### src/rtl/seq_ctrl.sv
// Stage sequencer: launches NUM_STAGES sub-operations strictly in order, advancing on each
// stage's completion pulse, with an optional per-stage timeout and an abort that always wins.
module seq_ctrl #(
  parameter int unsigned            NUM_STAGES    = 6,
  parameter logic [NUM_STAGES-1:0]  DONE_REG_MASK = {NUM_STAGES{1'b0}},
  parameter int unsigned            TIMEOUT_CYC   = 0,
  parameter int unsigned            CNT_W         = 24,
  localparam int unsigned           SW            = $clog2(NUM_STAGES + 2)
) (
  input  logic                  clk,
  input  logic                  rst_b,
  input  logic                  start,
  input  logic                  abort,
  input  logic [NUM_STAGES-1:0] stage_done,
  output logic [NUM_STAGES-1:0] stage_start,
  output logic                  busy,
  output logic                  done,
  output logic                  error,
  output logic [SW-1:0]         status
);

  typedef enum logic [1:0] {StIdle, StRun, StError} state_e;

  localparam logic [SW-1:0]    LastIdx    = SW'(NUM_STAGES - 1);
  localparam logic [SW-1:0]    ErrCode    = SW'(NUM_STAGES + 1);
  localparam logic [CNT_W-1:0] TimeoutVal = CNT_W'(TIMEOUT_CYC);
  localparam bit               TimeoutEn  = (TIMEOUT_CYC != 0);

  state_e                  state_q, state_d;
  logic [SW-1:0]           idx_q, idx_d;
  logic [CNT_W-1:0]        cnt_q, cnt_d;
  logic [NUM_STAGES-1:0]   dly_q, dly_d;
  logic [NUM_STAGES-1:0]   stage_start_q, stage_start_d;
  logic                    done_q, done_d;
  logic [NUM_STAGES-1:0]   eff_done;
  logic                    ed_cur;
  logic                    launch;

  // Masked stages see their completion pulse one cycle late through dly_q.
  assign dly_d    = abort ? '0 : (stage_done & DONE_REG_MASK);
  assign eff_done = (stage_done & ~DONE_REG_MASK) | (dly_q & DONE_REG_MASK);

  // Only the active stage's completion matters; all others are ignored.
  always_comb begin
    ed_cur = 1'b0;
    for (int k = 0; k < NUM_STAGES; k++) begin
      if (idx_q == SW'(k)) begin
        ed_cur = eff_done[k];
      end
    end
  end

  always_comb begin
    state_d = state_q;
    idx_d   = idx_q;
    cnt_d   = cnt_q;
    launch  = 1'b0;
    done_d  = 1'b0;

    case (state_q)
      StIdle: begin
        cnt_d = '0;
        if (start) begin
          state_d = StRun;
          idx_d   = '0;
          launch  = 1'b1;
        end
      end
      StRun: begin
        // Completion takes precedence over a timeout on the same edge.
        if (ed_cur) begin
          cnt_d = '0;
          if (idx_q == LastIdx) begin
            state_d = StIdle;
            idx_d   = '0;
            done_d  = 1'b1;
          end else begin
            idx_d  = idx_q + SW'(1);
            launch = 1'b1;
          end
        end else if (TimeoutEn && (cnt_q == TimeoutVal)) begin
          state_d = StError;
          idx_d   = '0;
          cnt_d   = '0;
        end else if (cnt_q != {CNT_W{1'b1}}) begin
          cnt_d = cnt_q + CNT_W'(1);
        end
      end
      StError: begin
        cnt_d = '0;
      end
      default: begin
        state_d = StIdle;
        idx_d   = '0;
        cnt_d   = '0;
      end
    endcase

    if (abort) begin
      state_d = StIdle;
      idx_d   = '0;
      cnt_d   = '0;
      launch  = 1'b0;
      done_d  = 1'b0;
    end
  end

  always_comb begin
    stage_start_d = '0;
    for (int k = 0; k < NUM_STAGES; k++) begin
      stage_start_d[k] = launch && (idx_d == SW'(k));
    end
  end

  always_ff @(posedge clk or negedge rst_b) begin
    if (!rst_b) begin
      state_q       <= StIdle;
      idx_q         <= '0;
      cnt_q         <= '0;
      dly_q         <= '0;
      stage_start_q <= '0;
      done_q        <= 1'b0;
    end else begin
      state_q       <= state_d;
      idx_q         <= idx_d;
      cnt_q         <= cnt_d;
      dly_q         <= dly_d;
      stage_start_q <= stage_start_d;
      done_q        <= done_d;
    end
  end

  assign stage_start = stage_start_q;
  assign done        = done_q;
  assign busy        = (state_q == StRun);
  assign error       = (state_q == StError);

  always_comb begin
    status = '0;
    case (state_q)
      StRun:   status = idx_q + SW'(1);
      StError: status = ErrCode;
      default: status = '0;
    endcase
  end

endmodule

### config.mk
export PLATFORM = sky130hd
export DESIGN_NAME = seq_ctrl
export DESIGN_NICKNAME = d
export VERILOG_FILES = /design/src/rtl/seq_ctrl.sv
export SDC_FILE = /design/constraint.sdc
export NUM_CORES = 1
export LEC_CHECK = 0
export BUFFER_PORTS_ARGS = -buffer_cell sky130_fd_sc_hd__buf_2
export CORE_AREA = 3 3 43 45
export CTS_CLUSTER_SIZE = 30
export DETAILED_ROUTE_END_ITERATION = 12
export DIE_AREA = 0 0 46 48
export PLACE_DENSITY = 0.72
export SYNTH_ARGS = -nofsm -noshare
export SYNTH_HDL_FRONTEND = slang
export SYNTH_SLANG_ARGS = --single-unit
export TNS_END_PERCENT = 1
### constraint.sdc
create_clock -name clk -period 2.8 [get_ports clk]
set_clock_uncertainty 0.1 [all_clocks]
set_input_delay 0.28 -clock clk [delete_from_list [all_inputs] [get_ports clk]]
set_output_delay 0.28 -clock clk [all_outputs]
set_load 0.01 [all_outputs]
==> summary.md <==
| Metric | Value |
|---|---|
| H-tree depth | `1` |
| Number of distinct library cells after synthesis | `32` |
| Combinational share of power | `37.1%` |
| CP max FO | `9` |
| Slowest cell on crit path | `dfrtp_1` |
| Crit path kind | `register to register` |
| Net Sw Power | `0.000172 W` |
| Placer Congestion | `0.888` |
| Die height | `48 um` |
| Grt ovf | `0` |
| Port bufs | `20` |
| Cts bufs inserted | `3` |
| Post-DP HPWL | `1060 um` |
| TNS Setup | `0 ns` |
| Number of clock sinks | `11` |
| # setup viols final | `0` |
| WL final | `1360 um` |
| Max Buffers Root-to-Sink | `2` |
| IR Drop Worst-Case VDD | `306 uV` |
| Post-CTS Hold Fix Bufs | `1` |
| Drt drc | `0` |
| Total die area | `2210 um^2` |
| Yosys warns | `0` |
| Syn_area_per_cell | `11.0 um^2` |
| Layout cells sized above 1 | `39.3%` |
| Root Driver | `clkbuf_4` |
| Worst skew pair latency | `0.26 ns` |
| Commonest non-fill, non-tap cell in the layout | `buf_2` |
| Family with the most delay on the worst path | `compound AO/OA/AOI/OAI gates` |
| Power Internal | `0.000296 W` |
| # rows | `14` |
| Delay of the slowest critical-path stage | `0.47 ns` |
| CP cell instances | `inv_1, ha_1, a21oi_2, a2111o_1, a21o_1, o21a_4, nor3_2` |
| Clock power frac | `22.4%` |
| Io pins | `22` |
| GR Util All Layers | `14.4%` |
| Synthesized Nets | `76` |
| Max cap viols | `0` |
| Min Tclk post-route | `2.37 ns` |
| Max Clk Rate | `422 MHz` |
| Reg2reg start | `idx_q[0]` |
| Power per Cell Area | `577 nW/um^2` |
| Outcome | `completed` |
| Clock transition at path regs | `0.07 ns` |
| Hold Path Class | `primary input to register` |
| Post-synthesis adder-cell area fraction | `9.29%` |
| Sequential area share after synthesis | `40.9%` |
| Mux contribution to synthesized area | `2.97%` |
| WL per Instance | `13.6 um` |
| Initial Util | `44.7%` |
| Global-route wire length before repair | `2170 um` |
| Flops & latches, synth | `11` |
| Initial DRC Count | `6` |
| Startpoint Class | `register` |
| Die width | `46 um` |
| ANT cells | `0` |
| Final antenna-violating net count | `0` |
| Vias in the first global route | `475` |
| CTS resizes | `0` |
| Worst Setup End Kind | `register` |
| RSZ-0062 raised after global routing | `false` |
| Buf/Inv on CP | `1` |
| Via count | `526` |
| Largest net degree at the start of global routing | `12` |
| Synth Area in Compound Gates | `20.8%` |
| Final Cycle Share | `84.6%` |
| Sw frac | `36.8%` |
| Post-Syn Area | `673 um^2` |
| Via/cell ratio | `5.26` |
| WP data arrival | `2.45 ns` |
| Largest family of logic cells by synthesized area | `compound AO/OA/AOI/OAI gates` |
| Hold violation total from the final report | `0` |
| Core Area | `1510 um^2` |
| Area grow syn2layout | `20.4%` |
| Hold Crit Start | `stage_done[5]` |
| Drt pass-1 iters | `4` |
| Seq pwr share | `40.5%` |
| # Post-CTS Setup Buffers | `0` |
| CTS tree | `built` |
| Core Util, Final | `53.8%` |
| Nets | `100` |
| Leakage Power | `0.407 nW` |
| Commonest cells after routing, fill and taps aside | `buf_2 (20), dfrtp_1 (11), nand2_1 (5), ha_1 (5)` |
| Xor/xnor share of the synthesized area | `0%` |
| Synth Area in Simple Gates | `20.4%` |
| CP startpoint | `idx_q[0]` |
| Initial antenna violation count | `0` |
| Post-Syn Instances | `61` |
| Critical path required time | `2.88 ns` |
| Final Max Tran Viols | `0` |
cell families (layout without fill, tap and decap cells):
group / Yosys count / after routing
simple gates: 23 / 23
compound gates: 13 / 13
flops: 11 / 11
buf+inv: 6 / 29
fa+ha+maj: 5 / 5
mux: 2 / 2
other cells: 1 / 1
routing by layer:
metal | global-route usage, % | share of wire (%) | wire length [um] | up-vias
met5 | 0 | 0 | 0 | -
met2 | 22.8 | 49 | 675 | 13
li1 | - | - | - | 259
met1 | 18.5 | 45 | 612 | 254
met3 | 5.64 | 5.6 | 77 | 0
met4 | 3.41 | 0 | 0 | 0
synthesized netlist by cell type (all sizes together):
library cell | count | area [um^2]
nand3 | 1 | 5.00
a21o | 1 | 7.51
nand2 | 5 | 18.8
nor4 | 2 | 18.8
mux2i | 2 | 20.0
dfrtp | 11 | 275
nor2b | 4 | 25.0
nand3b | 1 | 7.51
o21ai | 2 | 10.0
o22ai | 1 | 6.26
ha | 5 | 62.6
and4b | 1 | 11.3
o31ai | 1 | 21.3
a221oi | 1 | 15.0
buf | 2 | 18.8
or2 | 1 | 6.26
a31oi | 1 | 6.26
nor2 | 3 | 11.3
a41oi | 1 | 16.3
a21boi | 1 | 7.51
inv | 4 | 15.0
o21a | 1 | 15.0
nand2b | 2 | 12.5
a2111oi | 1 | 15.0
a21oi | 1 | 8.76
conb | 1 | 3.75
a2111o | 1 | 11.3
nor3 | 2 | 15.0
and2 | 1 | 6.26
power groups by stage:
stage / registers [W] / logic [W] / clock network (W)
after floorplan: 0.000192 / 0.000128 / 0
after global placement: 0.000190 / 0.000170 / 0
after detailed placement: 0.000192 / 0.000172 / 0
after CTS: 0.000190 / 0.000175 / 0.000108
after global routing: 0.000193 / 0.000192 / 0.000115
final: 0.000190 / 0.000174 / 0.000105
final timing paths:
check	endpoint	slack, ns	cells after the start
hold / removal	done	0.23	3
setup reg to reg	stage_start[1]	0.43	7
min in group asynchronous	stage_start[5]	0.30	2
max in group asynchronous	stage_start[2]	2.10	2
setup / recovery	stage_start[1]	0.43	7
hold reg to reg	stage_start[5]	0.53	1
per-stage QoR:
step / hold WS [ns] / worst slack (ns) / cell area, um^2 / power (W) / instances
6_report: 0.229 / 0.432 / 811 / 0.000468 / 100
5_1_grt: 0.222 / 0.272 / 811 / 0.000500 / 100
2_1_floorplan: -0.116 / 0.647 / 673 / 0.000320 / 61
3_5_place_dp: 0.0622 / 0.474 / 774 / 0.000364 / 95
3_3_place_gp: 0.0570 / 0.520 / 774 / 0.000360 / 95
4_1_cts: 0.221 / 0.433 / 811 / 0.000473 / 100
cell type report:
| cell class | count | area [um^2] |
|---|---|---|
| Tap cell | 16 | 20.0 |
| Fill cell | 145 | 696 |
| Clock buffer | 4 | 26.3 |
| Multi-Input combinational cell | 44 | 364 |
| Timing Repair Buffer | 21 | 110 |
| Sequential cell | 11 | 275 |
| Inverter | 4 | 15.0 |
flip-flops by register name (all words and copies together), names as in the netlist:
register,flops
stage_start,6
idx_q,3
done,1
state_q,1
worst reg2reg max path: cells and delay by family, from the launching register on:
family | cells | cell delay [ns]
flip-flops | 1 | 0.47
AND/OR/NAND/NOR | 1 | 0.19
adder cells (fa/ha/maj) | 1 | 0.25
AO/OA/AOI/OAI | 4 | 1.05
buffers and inverters | 1 | 0.24
Note: power is estimated with default switching activity, not from simulation.
